[config.mk]
export PLATFORM = sky130hd
export DESIGN_NAME = vga_timing_ctrl
export DESIGN_NICKNAME = d
export VERILOG_FILES = /design/src/rtl/vga_timing_ctrl_pkg.sv /design/src/rtl/vga_timing_ctrl_axis_counter.sv /design/src/rtl/vga_timing_ctrl.sv
export SDC_FILE = /design/constraint.sdc
export NUM_CORES = 1
export LEC_CHECK = 0
export BUFFER_PORTS_ARGS = -buffer_cell sky130_fd_sc_hd__buf_2
export CORE_MARGIN = 3
export CORE_UTILIZATION = 61
export CTS_CLUSTER_DIAMETER = 80
export DETAILED_ROUTE_END_ITERATION = 16
export PLACE_DENSITY_LB_ADDON = 0.15
export RECOVER_POWER = 25
export SYNTH_ARGS = -nofsm -noshare
export SYNTH_HDL_FRONTEND = slang
export SYNTH_SLANG_ARGS = --single-unit
[constraint.sdc]
create_clock -name i_clk -period 5 [get_ports i_clk]
set_input_delay 0.5 -clock i_clk [delete_from_list [all_inputs] [get_ports i_clk]]
set_output_delay 0.5 -clock i_clk [all_outputs]
set_load 0.1 [all_outputs]
[src/rtl/vga_timing_ctrl_pkg.sv]
// Shared timing defaults, FSM state encoding and decode helper for the VGA timing controller.
package vga_timing_ctrl_pkg;

  localparam int unsigned CntW        = 10;

  localparam int unsigned DefClkDiv   = 4;
  localparam int unsigned DefHActive  = 640;
  localparam int unsigned DefHFp      = 16;
  localparam int unsigned DefHSync    = 96;
  localparam int unsigned DefHBp      = 48;
  localparam int unsigned DefVActive  = 480;
  localparam int unsigned DefVFp      = 10;
  localparam int unsigned DefVSync    = 2;
  localparam int unsigned DefVBp      = 33;

  typedef enum logic [1:0] {
    StIdle  = 2'd0,
    StRun   = 2'd1,
    StDrain = 2'd2
  } state_e;

  function automatic int unsigned line_total(input int unsigned act, input int unsigned fp,
                                             input int unsigned sync, input int unsigned bp);
    return act + fp + sync + bp;
  endfunction

  // Inclusive window test on a counter value.
  function automatic logic in_window(input logic [CntW-1:0] val, input int unsigned lo,
                                     input int unsigned hi);
    return (val >= CntW'(lo)) && (val <= CntW'(hi));
  endfunction

endpackage

[src/rtl/vga_timing_ctrl_axis_counter.sv]
// Wrap-around counter with combinational terminal-count flag; used for divider, h and v axes.
module vga_timing_ctrl_axis_counter
  import vga_timing_ctrl_pkg::*;
#(
  parameter int unsigned WIDTH   = CntW,
  parameter int unsigned MAX_VAL = 799
) (
  input  logic             i_clk,
  input  logic             i_rst,
  input  logic             i_en,
  output logic [WIDTH-1:0] o_count,
  output logic             o_tc
);

  logic [WIDTH-1:0] r_count;

  assign o_count = r_count;
  assign o_tc    = (r_count == WIDTH'(MAX_VAL));

  always_ff @(posedge i_clk or posedge i_rst) begin
    if (i_rst) begin
      r_count <= '0;
    end else if (i_en) begin
      r_count <= o_tc ? '0 : r_count + WIDTH'(1);
    end
  end

endmodule

[src/rtl/vga_timing_ctrl.sv]
// VGA timing sequencer: run/drain FSM over pixel-divider, h and v counters with registered decode.
module vga_timing_ctrl
  import vga_timing_ctrl_pkg::*;
#(
  parameter int unsigned CLK_DIV  = DefClkDiv,
  parameter int unsigned H_ACTIVE = DefHActive,
  parameter int unsigned H_FP     = DefHFp,
  parameter int unsigned H_SYNC   = DefHSync,
  parameter int unsigned H_BP     = DefHBp,
  parameter int unsigned V_ACTIVE = DefVActive,
  parameter int unsigned V_FP     = DefVFp,
  parameter int unsigned V_SYNC   = DefVSync,
  parameter int unsigned V_BP     = DefVBp,
  parameter bit          SYNC_POL = 1'b0
) (
  input  logic            i_clk,
  input  logic            i_rst,
  input  logic            i_en,
  output logic            o_pix_tick,
  output logic            o_hsync,
  output logic            o_vsync,
  output logic            o_video_on,
  output logic [CntW-1:0] o_pix_x,
  output logic [CntW-1:0] o_pix_y,
  output logic            o_line_start,
  output logic            o_frame_start,
  output logic            o_busy
);

  localparam int unsigned H_TOTAL  = line_total(H_ACTIVE, H_FP, H_SYNC, H_BP);
  localparam int unsigned V_TOTAL  = line_total(V_ACTIVE, V_FP, V_SYNC, V_BP);
  localparam int unsigned HS_START = H_ACTIVE + H_FP;
  localparam int unsigned HS_END   = HS_START + H_SYNC - 1;
  localparam int unsigned VS_START = V_ACTIVE + V_FP;
  localparam int unsigned VS_END   = VS_START + V_SYNC - 1;

  state_e          r_state;
  logic            r_pix_tick;
  logic            r_line_start;
  logic            r_frame_start;
  logic            r_busy;
  logic            r_hsync;
  logic            r_vsync;
  logic            r_video_on;
  logic [CntW-1:0] r_pix_x;
  logic [CntW-1:0] r_pix_y;

  logic            w_active;
  logic            w_div_tc_raw;
  logic            w_h_tc_raw;
  logic            w_v_tc_raw;
  logic            w_div_tc;
  logic            w_line_end;
  logic            w_frame_end;
  logic [CntW-1:0] w_div_cnt;
  logic [CntW-1:0] w_h_cnt;
  logic [CntW-1:0] w_v_cnt;
  logic            w_unused_div;

  // Counters only move in RUN/DRAIN; they reach 0 on the final wrap, so IDLE holds them at 0.
  assign w_active     = (r_state != StIdle);
  assign w_div_tc     = w_active & w_div_tc_raw;
  assign w_line_end   = w_div_tc & w_h_tc_raw;
  assign w_frame_end  = w_line_end & w_v_tc_raw;
  assign w_unused_div = ^w_div_cnt;

  vga_timing_ctrl_axis_counter #(
    .WIDTH   (CntW),
    .MAX_VAL (CLK_DIV - 1)
  ) u_div_cnt (
    .i_clk   (i_clk),
    .i_rst   (i_rst),
    .i_en    (w_active),
    .o_count (w_div_cnt),
    .o_tc    (w_div_tc_raw)
  );

  vga_timing_ctrl_axis_counter #(
    .WIDTH   (CntW),
    .MAX_VAL (H_TOTAL - 1)
  ) u_h_cnt (
    .i_clk   (i_clk),
    .i_rst   (i_rst),
    .i_en    (w_div_tc),
    .o_count (w_h_cnt),
    .o_tc    (w_h_tc_raw)
  );

  vga_timing_ctrl_axis_counter #(
    .WIDTH   (CntW),
    .MAX_VAL (V_TOTAL - 1)
  ) u_v_cnt (
    .i_clk   (i_clk),
    .i_rst   (i_rst),
    .i_en    (w_line_end),
    .o_count (w_v_cnt),
    .o_tc    (w_v_tc_raw)
  );

  // Strobes are registered alongside the state so that the wrap back into IDLE emits none.
  always_ff @(posedge i_clk or posedge i_rst) begin
    if (i_rst) begin
      r_state       <= StIdle;
      r_pix_tick    <= 1'b0;
      r_line_start  <= 1'b0;
      r_frame_start <= 1'b0;
      r_busy        <= 1'b0;
    end else begin
      r_pix_tick    <= w_div_tc;
      r_line_start  <= w_line_end;
      r_frame_start <= w_frame_end;
      unique case (r_state)
        StIdle: begin
          if (i_en) begin
            r_state <= StRun;
            r_busy  <= 1'b1;
          end
        end
        StRun: begin
          if (!i_en) begin
            r_state <= StDrain;
          end
        end
        StDrain: begin
          if (i_en) begin
            r_state <= StRun;
          end else if (w_frame_end) begin
            r_state       <= StIdle;
            r_busy        <= 1'b0;
            r_pix_tick    <= 1'b0;
            r_line_start  <= 1'b0;
            r_frame_start <= 1'b0;
          end
        end
        default: begin
          r_state <= StIdle;
          r_busy  <= 1'b0;
        end
      endcase
    end
  end

  always_ff @(posedge i_clk or posedge i_rst) begin
    if (i_rst) begin
      r_hsync    <= ~SYNC_POL;
      r_vsync    <= ~SYNC_POL;
      r_video_on <= 1'b0;
      r_pix_x    <= '0;
      r_pix_y    <= '0;
    end else if (r_state == StIdle) begin
      r_hsync    <= ~SYNC_POL;
      r_vsync    <= ~SYNC_POL;
      r_video_on <= 1'b0;
      r_pix_x    <= '0;
      r_pix_y    <= '0;
    end else begin
      r_hsync    <= in_window(w_h_cnt, HS_START, HS_END) ? SYNC_POL : ~SYNC_POL;
      r_vsync    <= in_window(w_v_cnt, VS_START, VS_END) ? SYNC_POL : ~SYNC_POL;
      r_video_on <= (w_h_cnt < CntW'(H_ACTIVE)) && (w_v_cnt < CntW'(V_ACTIVE));
      r_pix_x    <= w_h_cnt;
      r_pix_y    <= w_v_cnt;
    end
  end

  assign o_pix_tick    = r_pix_tick;
  assign o_line_start  = r_line_start;
  assign o_frame_start = r_frame_start;
  assign o_busy        = r_busy;
  assign o_hsync       = r_hsync;
  assign o_vsync       = r_vsync;
  assign o_video_on    = r_video_on;
  assign o_pix_x       = r_pix_x;
  assign o_pix_y       = r_pix_y;

endmodule

Word level (Yosys, flattened, before mapping). Index checks and enable logic that the tools add are counted.

Bits in registers: 59. Logic and storage cells: 70.

Add/subtract/negate cells: 3. Reduce and logical (&&, ||, !) cells: 7. Multiplexer cells: 27. Order comparisons: 6. Equal/unequal tests: 10. Bitwise logic cells: 4.

Operators with widths (number): $mux 10 (5); $add 10x1->10 const B (3); $eq 10x10->1 const B (2); $mux 1 (16); $eq 10x2->1 const B (1); $ge 10x10->1 const B (1); $ge 10x9->1 const B (1); $le 10x10->1 const B (1); $le 10x9->1 const B (1); $lt 10x10->1 const B (1); $lt 10x9->1 const B (1); $mux 2 (4); $ne 2x2->1 const B (4); $pmux 2 s3 (1); $reduce_and 4->1 (1); $and 1x1->1 (3); $logic_and 1x1->1 (3); $ne 3x3->1 const B (1); $pmux 1 s3 (1); $reduce_and 3->1 (1); $eq 2x1->1 const B (1); $eq 2x2->1 const B (1); $logic_not 2->1 (1); $reduce_bool 2->1 (1); $not 1->1 (1).

Longest topological paths before layout.
Word-level depth: 7. Gate-level depth with buffers: 8. Mapped depth without buffers: 7.

Modules after synthesis. Synthesis repeated with hierarchy kept, for this count alone.

Cell total of the unflattened synthesis: 235. Area total of the unflattened synthesis: 2661.3 um^2.

Modules (own cells, without submodules): vga_timing_ctrl (cells an instance 84, seq. area each 728.2 um^2, area an instance 1139.8 um^2, times used 1); vga_timing_ctrl_axis_counter (u_v_cnt) (cells an instance 55, seq. area each 250.2 um^2, area an instance 536.8 um^2, times used 1); vga_timing_ctrl_axis_counter (u_h_cnt) (cells an instance 52, seq. area each 250.2 um^2, area an instance 513.0 um^2, times used 1); vga_timing_ctrl_axis_counter (u_div_cnt) (cells an instance 44, seq. area each 250.2 um^2, area an instance 471.7 um^2, times used 1).

Worst setup path after synthesis. OpenSTA, ideal clock, no wires.

Path kind: register to register. Start point: reg u_h_cnt.r_count[0], in the netlist u_h_cnt.o_count[0]. End point: reg u_h_cnt.r_count[3], in the netlist u_h_cnt.o_count[3]. Setup time: 0.128 ns. Path slack: 3.320 ns. Arrival: 1.552 ns. Period minus slack after synthesis: 1.680 ns. Stages on the path, launching flop included: 7. Path buffers: 0. Cell sequence: dfrtp_1 -> ha_1 -> nand4bb_1 -> nor4_1 -> nor2b_1 -> o21ai_0 -> o31ai_1.

Cells in the longest elaborated chain, start to end: 2.

Ends and longest elaborated chain: start: declaration (line vga_timing_ctrl_axis_counter.sv:15) `logic [WIDTH-1:0] r_count;`; start signal: assignment (line vga_timing_ctrl_axis_counter.sv:24) `r_count <= o_tc ? '0 : r_count + WIDTH'(1);`; $add 10x1->10 or $eq 10x10->1 (tied branches) (line vga_timing_ctrl_axis_counter.sv:24, vga_timing_ctrl_axis_counter.sv:18); $mux 10 (*) (line vga_timing_ctrl_axis_counter.sv:24).

Mark *: on every way between the ends. The rest lies on a longest branch, timed or not. A chain may end at the register's enable or synchronous reset.

Worst setup path in the final report. Same ends and word-level chain as after synthesis.

==> summary.txt <==
Finish
  – Commonest non-fill, non-tap cell in the layout: dfrtp_1
  – Area Growth Syn to Fin: 13.9%
  – Layout cell share with drive strength beyond 1: 21.6%
  – Antenna cell count: 0
  – Reg area: 1480 um2
  – FILL cells: 282
  – NumNets Final: 274
  – Commonest cells after routing, fill and taps aside: dfrtp_1 (57), buf_2 (29), nand2_1 (19)
  – Area of the multi-input gates: 1030 um2

Synthesis
  – Largest family of logic cells by synthesized area: simple AND/OR/NAND/NOR gates
  – Synth cell types: 46
  – Dominant synthesized flop cell: dfrtp_1
  – Synth top area cells: dfrtp_1 (55%), and2_1 (3.6%), xnor2_1 (3.4%)
  – Largest area contributor in the synthesized netlist: dfrtp_1
  – Syn nets: 239
  – Sequential area share after synthesis: 57.2%
  – Mapped Cells: 230
  – Synth Warn #: 0
  – Post-Synth XOR/XNOR Area: 5.75%
  – Average size of a mapped cell: 11.2 um2
  – Synth Register Bits: 59
  – Syn Std Cell Area: 2590 um2
  – Proportion of synthesized area in mux cells: 0.774%
  – Ys async rst share: 100%
  – Yosys top cell area share: 55.1%
  – Post-synth EDFFs: 0
  – Simple-gate portion of the synthesized area: 23.7%
  – Compound-Gate Fraction of Synth Area: 6.48%
  – Area share of fa/ha/maj cells after synthesis: 2.90%

Clocking
  – CTS hold repair buffers: 0
  – Clock buffer depth: 2
  – Reg clk slew, reported paths: 0.06 ns
  – CTS Buf Count: 9
  – CTS tree: built
  – H-tree levels: 3
  – Sink Count: 59
  – Clock insertion delay at the later pin of the skew report: 0.33 ns
  – Post-CTS setup buffers: 0
  – Clock root cell: clkbuf_8
  – Post-CTS sizing: 0

Place
  – I/O Buffers: 29
  – Post-DP HPWL: 3080 um
  – RD Place Congestion: 0.809

Drt
  – Routed WL per cell: 14.4 um
  – Routed Antenna Nets: 0
  – Vias per cell: 5.66
  – DRT iter0 DRCs: 123
  – DRC: 0
  – Routed wire length: 4600 um
  – Pre-antenna DRT Iters: 4
  – Via count: 1800

STA
  – Final min period: 1.93 ns
  – Hold Slack: 0.378 ns
  – Achievable Freq: 0.519 GHz
  – Fin. Hold Viols: 0
  – Fin crit share: 38.6%
  – RSZ-0062 raised after global routing: false
  – TNS Setup: 0 ns
  – Max-slew violation count: 0
  – Clk_skew: 0.00464 ns
  – Worst relative slew slack: 51.5%
  – Worst slew pin tran: 0.725 ns
  – Setup-failing EPs final: 0

Floorplanning
  – Core Region: 4060 um2
  – Die H: 71.1 um
  – Row count: 23
  – Initial cell density of the core: 63.8%
  – IO Count: 30
  – DIE AREA: 5060 um2
  – Die W: 71.1 um

Flow run
  – Max_cap viols: 0

Power
  – Worst IR Drop VDD: 0.000259 V
  – Sw Share: 30.1%
  – Clock Power Share: 35.0%
  – Flop pwr share: 48.6%
  – Total internal power: 0.810 mW
  – Share of total power in combinational logic: 16.5%
  – Leak: 1.49 nW
  – Cell Pwr Density: 393 nW/um2
  – Pwr Total: 1.16 mW
  – NetSw: 0.349 mW

Global routing
  – GR Overflow Total: 0
  – Most Crowded Layer GR: met2
  – Initial antenna violation count: 0
  – Met1 Usage GRT: 28.8%
  – M3 GR Usage: 4.12%
  – First-pass GRT wire length: 8060 um
  – Vias in the first global route: 1714
  – Largest net degree at the start of global routing: 60
  – M2 GR Usage: 30.6%
  – All-layer global routing usage: 20.6%

Hold path
  – Worst Hold Class: in -> async

Setup path
  – Reg2reg start: u_h_cnt.o_count[0]
  – FF-to-FF path depth: 6
  – Worst R2R End: u_h_cnt.o_count[3]
  – Critical Path RT: 5.21 ns
  – Worst setup SP type: flop
  – R2R setup slack: 3.07 ns
  – Crit path DAT: 2.14 ns
  – Critical path endpoint category: flop
  – Maximum net fanout on the critical path: 6
  – Crit Path Category: reg -> reg

Outcome
  – Outcome: completed
-- critical path, cell delays in order, from the launching register on --
cell and delay [ns]:
dfrtp_1 0.42, ha_1 0.24, nand4bb_1 0.21, nor4_1 0.61, nor2b_1 0.09, o21ai_0 0.16
o31ai_1 0.08
-- synthesized netlist by cell type (2+ instances only) --
cell type and instances:
dfstp_2 2, nor3_1 7, xnor2_1 10, xor2_1 7, nand2_1 19, inv_1 10, or3_1 2, nor2b_1 2
nand4_1 7, buf_2 3, mux2i_1 2, buf_6 2, a21oi_1 3, and2_1 15, and3_2 2, nor2_1 18
nand3_1 10, a21o_1 2, nor3b_1 3, and3_1 3, dfrtp_1 57, nor3_4 2, clkbuf_1 2, o21ai_0 10
ha_1 6, o31ai_1 4
-- cell type report --
cell class              instances  share of cell area (%)
clock buffers                  11                    4.80
clock inverters                 3                    1.36
inverters                      10                    1.27
multi-input cells             154                    34.8
flip-flops and latches         59                    50.2
well taps                      50                    2.12
repair buffers                 31                    5.44
-- power by group through the flow --
stage               registers, mW  logic, mW  clock network (mW)
floorplan                   0.628     0.0951                   0
global placement            0.568      0.188                   0
detailed placement          0.571      0.192                   0
CTS                         0.563      0.194               0.412
global route                0.569      0.208               0.431
finish                      0.563      0.191               0.405
-- per-stage QoR --
step	std cells	cell area (um2)	util, %	setup slack [ns]
3_5_place_dp	304	2770	68.1	3.06
3_3_place_gp	304	2770	68.1	3.15
4_1_cts	318	2950	72.6	3.06
2_1_floorplan	230	2590	-	3.05
5_1_grt	318	2950	72.6	2.86
6_report	318	2950	72.6	3.07
-- kinds of logic after synthesis --
logic type / after synthesis
buf+inv: 17
xor+xnor: 17
compound gates: 26
fa+ha+maj: 6
mux: 2
simple gates: 103
flops: 59
-- layer usage --
layer / vias to the layer above / wire (um)
met5: - / 0
met2: 57 / 2150
met3: 8 / 272
li1: 856 / -
met1: 879 / 2080
met4: 0 / 89
-- worst max path at each step --
stage / end / from / cells after the start / slack [ns]
2_1_floorplan: o_busy / i_rst / 1 / 3.05
3_3_place_gp: u_h_cnt.o_count[3] / u_h_cnt.o_count[0] / 6 / 3.15
3_5_place_dp: u_h_cnt.o_count[3] / u_h_cnt.o_count[0] / 6 / 3.06
4_1_cts: u_h_cnt.o_count[3] / u_h_cnt.o_count[0] / 6 / 3.06
5_1_grt: u_h_cnt.o_count[3] / u_h_cnt.o_count[0] / 6 / 2.86
6_report: u_h_cnt.o_count[3] / u_h_cnt.o_count[0] / 6 / 3.07
-- flip-flops by register name (all words and copies together) (netlist names) --
register	count
o_busy	1
o_frame_start	1
o_hsync	1
o_line_start	1
o_pix_tick	1
o_pix_x	10
o_pix_y	10
o_video_on	1
o_vsync	1
r_state	2
u_div_cnt.o_count	10
u_h_cnt.o_count	10
u_v_cnt.o_count	10
No activity file was read; power rests on OpenSTA's default activity.
